File: config.mk
export PLATFORM = sky130hd
export DESIGN_NAME = cordic_sector_restore
export DESIGN_NICKNAME = d
export VERILOG_FILES = /design/src/rtl/cordic_pkg.sv /design/src/rtl/cordic_result_fifo.sv /design/src/rtl/cordic_sector_restore.sv
export SDC_FILE = /design/constraint.sdc
export NUM_CORES = 1
export LEC_CHECK = 0
export ABC_AREA = 1
export BUFFER_PORTS_ARGS = -buffer_cell sky130_fd_sc_hd__buf_2
export CORE_ASPECT_RATIO = 0.9
export CORE_MARGIN = 2
export CORE_UTILIZATION = 40
export DETAILED_ROUTE_END_ITERATION = 8
export HOLD_SLACK_MARGIN = 0.06
export MAX_ROUTING_LAYER = met4
export PLACE_DENSITY = 0.58
export SETUP_SLACK_MARGIN = 0.5
export SKIP_LAST_GASP = 1
export SYNTH_ARGS = -nofsm -noshare
export SYNTH_HDL_FRONTEND = slang
export SYNTH_HIERARCHICAL = 1
export SYNTH_SLANG_ARGS = --single-unit
export TNS_END_PERCENT = 1
File: constraint.sdc
create_clock -name clk -period 3.87 [get_ports clk]
set_input_delay 0.774 -clock clk [delete_from_list [all_inputs] [get_ports clk]]
set_output_delay 0.774 -clock clk [all_outputs]
set_load 0.03 [all_outputs]
File: src/rtl/cordic_pkg.sv
// Shared constants for the CORDIC output stage: widths, sector codes and Q9.8 angle constants.
package cordic_pkg;

    localparam int IN_WIDTH          = 16;
    localparam int FRAC_WIDTH        = 8;
    localparam int OUT_DEG_WIDTH     = 17;
    localparam int OUT_XY_WIDTH      = 17;
    localparam int SECTOR_FLAG_WIDTH = 2;
    localparam int PIPE_LATENCY      = 6;
    localparam int FIFO_DEPTH        = 4;
    localparam int DROP_CNT_WIDTH    = 8;

    localparam int RESULT_WIDTH = OUT_DEG_WIDTH + 2 * OUT_XY_WIDTH + 1;
    localparam int FIFO_CNT_W   = $clog2(FIFO_DEPTH + 1);

    localparam logic [SECTOR_FLAG_WIDTH-1:0] SECT_Q0 = 2'd0;
    localparam logic [SECTOR_FLAG_WIDTH-1:0] SECT_Q1 = 2'd1;
    localparam logic [SECTOR_FLAG_WIDTH-1:0] SECT_Q2 = 2'd2;
    localparam logic [SECTOR_FLAG_WIDTH-1:0] SECT_Q3 = 2'd3;

    localparam logic [OUT_DEG_WIDTH-1:0] DEG_90        = 17'h05A00;
    localparam logic [OUT_DEG_WIDTH-1:0] DEG_180       = 17'h0B400;
    localparam logic [OUT_DEG_WIDTH-1:0] DEG_270       = 17'h10E00;
    localparam logic [OUT_DEG_WIDTH-1:0] DEG_360       = 17'h16800;
    localparam logic [OUT_DEG_WIDTH-1:0] DEG_UNDERFLOW = 17'h06000;

    function automatic logic [OUT_XY_WIDTH-1:0] neg_xy(input logic [OUT_XY_WIDTH-1:0] v);
        return (~v) + OUT_XY_WIDTH'(1);
    endfunction

endpackage

File: src/rtl/cordic_result_fifo.sv
// Synchronous FIFO holding restored CORDIC results; caller guarantees no push into a full buffer
// unless a pop happens in the same cycle.
module cordic_result_fifo #(
    parameter int DATA_W = 52,
    parameter int DEPTH  = 4
) (
    input  logic                       clk,
    input  logic                       reset,
    input  logic                       push,
    input  logic [DATA_W-1:0]          push_data,
    input  logic                       pop,
    output logic [DATA_W-1:0]          head_data,
    output logic                       full,
    output logic                       empty,
    output logic [$clog2(DEPTH+1)-1:0] count
);

    localparam int PTR_W = $clog2(DEPTH);
    localparam int CNT_W = $clog2(DEPTH + 1);

    logic [DATA_W-1:0] mem_q [DEPTH];
    logic [PTR_W-1:0]  wr_ptr_q, wr_ptr_d;
    logic [PTR_W-1:0]  rd_ptr_q, rd_ptr_d;
    logic [CNT_W-1:0]  count_q, count_d;

    always_comb begin
        wr_ptr_d = wr_ptr_q;
        rd_ptr_d = rd_ptr_q;
        count_d  = count_q;
        if (push) wr_ptr_d = wr_ptr_q + PTR_W'(1);
        if (pop)  rd_ptr_d = rd_ptr_q + PTR_W'(1);
        count_d = count_q + CNT_W'(push) - CNT_W'(pop);
    end

    always_ff @(posedge clk) begin
        if (reset) begin
            wr_ptr_q <= '0;
            rd_ptr_q <= '0;
            count_q  <= '0;
        end else begin
            wr_ptr_q <= wr_ptr_d;
            rd_ptr_q <= rd_ptr_d;
            count_q  <= count_d;
        end
    end

    // NOTE: storage is deliberately left out of reset; only pointers/count define validity.
    always_ff @(posedge clk) begin
        if (push) mem_q[wr_ptr_q] <= push_data;
    end

    assign head_data = mem_q[rd_ptr_q];
    assign count     = count_q;
    assign empty     = (count_q == '0);
    assign full      = (count_q == CNT_W'(DEPTH));

endmodule

File: src/rtl/cordic_sector_restore.sv
// CORDIC output stage: valid tagging, sector fold-back, result buffering and drop accounting.
// Define CORDIC_RESTORE_DROP_CNT_EN to build the saturating drop counter.
module cordic_sector_restore
    import cordic_pkg::*;
(
    input  logic                         clk,
    input  logic                         reset,
    input  logic                         in_valid,
    input  logic [IN_WIDTH-1:0]          pipe_degree,
    input  logic [IN_WIDTH-1:0]          pipe_x,
    input  logic [IN_WIDTH-1:0]          pipe_y,
    input  logic [SECTOR_FLAG_WIDTH-1:0] pipe_sector,
    input  logic                         pipe_arctan_en,
    output logic                         out_valid,
    input  logic                         out_ready,
    output logic [OUT_DEG_WIDTH-1:0]     out_degree,
    output logic [OUT_XY_WIDTH-1:0]      out_x,
    output logic [OUT_XY_WIDTH-1:0]      out_y,
    output logic                         out_arctan_en,
    output logic [DROP_CNT_WIDTH-1:0]    drop_cnt,
    output logic                         overflow
);

    logic [PIPE_LATENCY-1:0]  vld_q, vld_d;
    logic                     tag_valid;
    logic [OUT_DEG_WIDTH-1:0] theta_ext, theta_c, deg_raw, deg_f;
    logic [OUT_XY_WIDTH-1:0]  c_ext, s_ext, x_f, y_f;
    logic                     fix_valid_q, fix_valid_d;
    logic [RESULT_WIDTH-1:0]  fix_data_q, fix_data_d;
    logic [RESULT_WIDTH-1:0]  head_data;
    logic                     fifo_full, fifo_empty, fifo_push, fifo_pop, drop;
    logic [FIFO_CNT_W-1:0]    fifo_count;
    logic                     overflow_q, overflow_d;

    always_comb vld_d = {vld_q[PIPE_LATENCY-2:0], in_valid};
    assign tag_valid = vld_q[PIPE_LATENCY-1];

    always_comb begin
        theta_ext = OUT_DEG_WIDTH'(pipe_degree);
        theta_c   = theta_ext;
        // Large codes come from the CORDIC residual going slightly negative.
        if (theta_ext >= DEG_UNDERFLOW) theta_c = '0;
        else if (theta_ext > DEG_90)    theta_c = DEG_90;
    end

    always_comb begin
        c_ext   = OUT_XY_WIDTH'(pipe_x);
        s_ext   = OUT_XY_WIDTH'(pipe_y);
        deg_raw = theta_c;
        x_f     = c_ext;
        y_f     = s_ext;
        if (pipe_arctan_en) begin
            unique case (pipe_sector)
                SECT_Q0: deg_raw = theta_c;
                SECT_Q1: deg_raw = DEG_180 - theta_c;
                SECT_Q2: deg_raw = DEG_180 + theta_c;
                SECT_Q3: deg_raw = DEG_360 - theta_c;
                default: deg_raw = theta_c;
            endcase
        end else begin
            unique case (pipe_sector)
                SECT_Q0: begin deg_raw = theta_c;           x_f = c_ext;         y_f = s_ext;         end
                SECT_Q1: begin deg_raw = DEG_90 + theta_c;  x_f = neg_xy(s_ext); y_f = c_ext;         end
                SECT_Q2: begin deg_raw = DEG_180 + theta_c; x_f = neg_xy(c_ext); y_f = neg_xy(s_ext); end
                SECT_Q3: begin deg_raw = DEG_270 + theta_c; x_f = s_ext;         y_f = neg_xy(c_ext); end
                default: begin deg_raw = theta_c;           x_f = c_ext;         y_f = s_ext;         end
            endcase
        end
        deg_f = (deg_raw == DEG_360) ? '0 : deg_raw;
    end

    always_comb begin
        fix_valid_d = tag_valid;
        fix_data_d  = fix_data_q;
        if (tag_valid) fix_data_d = {deg_f, x_f, y_f, pipe_arctan_en};
    end

    // A full buffer can still take a result when the consumer drains the head that same cycle.
    assign fifo_pop   = ~fifo_empty & out_ready;
    assign fifo_push  = fix_valid_q & ((fifo_count < FIFO_CNT_W'(FIFO_DEPTH)) | fifo_pop);
    assign drop       = fix_valid_q & fifo_full & ~fifo_pop;
    assign overflow_d = overflow_q | drop;

    // NOTE: state updates use non-blocking assignments so every flop samples pre-edge values.
    always_ff @(posedge clk) begin
        if (reset) begin
            vld_q       <= '0;
            fix_valid_q <= 1'b0;
            fix_data_q  <= '0;
            overflow_q  <= 1'b0;
        end else begin
            vld_q       <= vld_d;
            fix_valid_q <= fix_valid_d;
            fix_data_q  <= fix_data_d;
            overflow_q  <= overflow_d;
        end
    end

    cordic_result_fifo #(
        .DATA_W (RESULT_WIDTH),
        .DEPTH  (FIFO_DEPTH)
    ) u_fifo (
        .clk       (clk),
        .reset     (reset),
        .push      (fifo_push),
        .push_data (fix_data_q),
        .pop       (fifo_pop),
        .head_data (head_data),
        .full      (fifo_full),
        .empty     (fifo_empty),
        .count     (fifo_count)
    );

    assign out_valid = ~fifo_empty;
    assign {out_degree, out_x, out_y, out_arctan_en} = fifo_empty ? '0 : head_data;
    assign overflow  = overflow_q;

`ifdef CORDIC_RESTORE_DROP_CNT_EN
    logic [DROP_CNT_WIDTH-1:0] drop_cnt_q, drop_cnt_d;

    always_comb begin
        drop_cnt_d = drop_cnt_q;
        if (drop && (drop_cnt_q != '1)) drop_cnt_d = drop_cnt_q + DROP_CNT_WIDTH'(1);
    end

    always_ff @(posedge clk) begin
        if (reset) drop_cnt_q <= '0;
        else       drop_cnt_q <= drop_cnt_d;
    end

    assign drop_cnt = drop_cnt_q;
`else
    assign drop_cnt = '0;
`endif

endmodule

==> impl_metrics.ini <==
[clocking]
cts_root_buffer = clkbuf_16
clk_latency_ps = 540
cts_tree = done
clk_path_buf_depth = 3
clkSinkCount = 277
cts-buffers-inserted = 29
clk_pin_slew_ps = 60
cts_max_level = 1
cts_setup_buffers = 0
cts_hold_buf = 0

[critical_path]
cp_cell_sequence = buf_12, o211ai_2, nand2_1, inv_1, nor2_1, buf_2
arrival_ps = 2410
rr_worst_depth = 7
critPathTopFamily = flip-flops
slowest_delay_ps = 920
critPathSlowestCell = dfxtp_4
worstPathMaxFanout = 60
reg2reg_slack_ps = 1470
cp-start-kind = flop
cp-end-kind = output pin
critical_path_required_ps = 3100
crit_buf_inv = 3
rr_startpoint = u_fifo/count[2]
r2r_end = u_fifo/mem_q[3][18]
critical_path_class = reg2out

[min_path]
min-delay-start = vld_q[4]
holdPathStages = 2
hold_path_class = reg2reg
min_to = vld_q[5]

[finish]
multi_input_comb_area_um2 = 5090
final_cell_mix = nand2_1, inv_1, edfxtp_1, a21oi_1, nor2_1
fin_nets = 1689
layout_commonest_cell = nand2_1
area_growth_syn_to_layout_pct = 13.04
ff_latch_area_um2 = 7635
fill_cells = 3422
drive_above_1_share_pct = 17.80
post-route-cell-area_um2 = 16010

[floorplanning]
die_y_um = 182.5
die_area_um2 = 36940
num_rows = 65
start_util_pct = 40.51
io_pins = 117
die_w_um = 202.4
design.core.area_um2 = 34970

[grt]
grt_pass1_vias = 9856
grt_use_total_pct = 18.55
grt_pass1_wl_um = 53050
overflow = 0
antenna_found_initial = 1
grt_max_degree = 97

[place]
hpwlAfterDp_um = 22760
pre_cts_slack_ps = 215.0
post_dp_cell_area_um2 = 15060
place.port_buffers = 108
place_congestion = 0.8785

[outcome]
outcome = complete, no violations

[drt]
routed_wl_um = 33700
ant_nets = 0
drc = 0
viasPerCell = 5.001
drt_iter0_drc = 773
wl_per_cell_um = 16.01
first_pass_iters = 5
vias = 10528

[synth]
ys_seq_area_share_pct = 53.84
ys_warn_count = 6
synth.distinct_cells = 52
netlist_area_um2 = 14170
synth_edf_count = 208
async_flop_share_pct = 0
syn_area_per_cell_um2 = 9.265
ys_seq_elements = 277
synth_area_leaders = edfxtp_1, dfxtp_1, nand2_1, inv_1, a21oi_1
synth_top_area_cell = edfxtp_1
synth_cells = 1529
ys.flop_type = edfxtp_1
synth_top_area_share_pct = 44.09

[sta]
fin_crit_ps = 3183
rsz0062_at_grt = true
final-max-slew-violation-count = 0
slew_headroom_pct = 25.53
post-route-worst-setup-slack_ps = 686.7
max_freq_mhz = 314.1
period_share_pct = 82.26
worst_pin_slew_ps = 1115
setup-tns-final_ps = 0
hold_violations = 0
setup_viol = 0
fin_skew_ps = 15.43

[power_and_ir_drop]
p_per_area_nw_per_um2 = 544.3
ir_drop_mv = 0.3786
leakagePower_nw = 6.547
p_total_mw = 8.715

[flow_run]
maxCapViolations = 0
==> routing by layer <==
| layer | vias to the layer above | track usage, % | routed length, µm |
|---|---|---|---|
| li1 | 5262 | - | - |
| met1 | 4955 | 25.91 | 15830 |
| met2 | 264 | 29.05 | 15300 |
| met3 | 47 | 2.339 | 1964 |
| met4 | 0 | 4.000 | 610 |
| met5 | - | - | 0 |
==> how the worst max path moves through the flow <==
stage / slack, ps / startpoint / to / depth (start not counted)
5_1_grt: 490 / flop / out_y[15] / 7
3_5_place_dp: 220 / pipe_degree[13] / fix_data_q[49] / 19
3_3_place_gp: 260 / pipe_degree[13] / fix_data_q[46] / 19
2_1_floorplan: 800 / pipe_sector[0] / fix_data_q[46] / 18
4_1_cts: 600 / flop / out_y[16] / 6
6_report: 690 / flop / out_x[6] / 6
==> layout make-up <==
| class | instances | share of cell area (%) |
|---|---|---|
| clock inverter | 8 | 0.4141 |
| timing repair buffer | 131 | 5.001 |
| sequential | 277 | 47.68 |
| inverter | 257 | 6.024 |
| clock buffer | 45 | 5.415 |
| multi-input combinational | 917 | 31.79 |
| antenna | 1 | 0.01563 |
| tap | 469 | 3.665 |
==> sequential cells by signal, summed over array words and instances (netlist names), named ones only <==
name	cells
u_fifo/mem_q	208
fix_data_q	52
vld_q	6
u_fifo/count	3
u_fifo/rd_ptr_q	2
u_fifo/wr_ptr_q	2
fix_valid_q	1
overflow	1
==> logic make-up after synthesis <==
logic type	share of synthesized area, %
adder cells (fa/ha/maj)	1.961
buffers and inverters	10.58
AND/OR/NAND/NOR	15.00
flip-flops	53.84
AO/OA/AOI/OAI	17.02
XOR/XNOR	1.546
other	0.05301
==> worst min-delay path: stages (launching register included) <==
cell	delay, ps
dfxtp_1	290
inv_1	40
nor2_1	30
==> synth_stat cells, types with 14 or more instances <==
library cell and number:
a21oi_1 136, buf_4 14, buf_6 16, clkbuf_1 38
dfxtp_1 69, edfxtp_1 208, ha_1 19, inv_1 250
nand2_1 272, nand2_2 25, nand3_1 41, nor2_1 122
o211ai_2 52, o21ai_0 103, o22ai_1 19, xor2_1 21
==> repair_timing <==
item	CTS	global route
hold endpoints to repair	0	0
endpoints found under the setup margin	0	5
resized for setup	0	2
==> power breakdown <==
group,internal [mW],switching [mW]
Combinational,0.751,1.99
Sequential,3.19,0.0931
Clock,1.60,1.09
==> metrics by stage <==
| step | util (%) | std cells | hold slack, ps |
|---|---|---|---|
| final | 45.79 | 2105 | 399.2 |
| after global placement | 43.07 | 2051 | 389.1 |
| after global routing | 45.79 | 2105 | 411.5 |
| after floorplan | - | 1536 | 388.3 |
| after detailed placement | 43.07 | 2051 | 392.0 |
| after CTS | 45.74 | 2104 | 400.1 |
(Power assumes the default switching activity.)
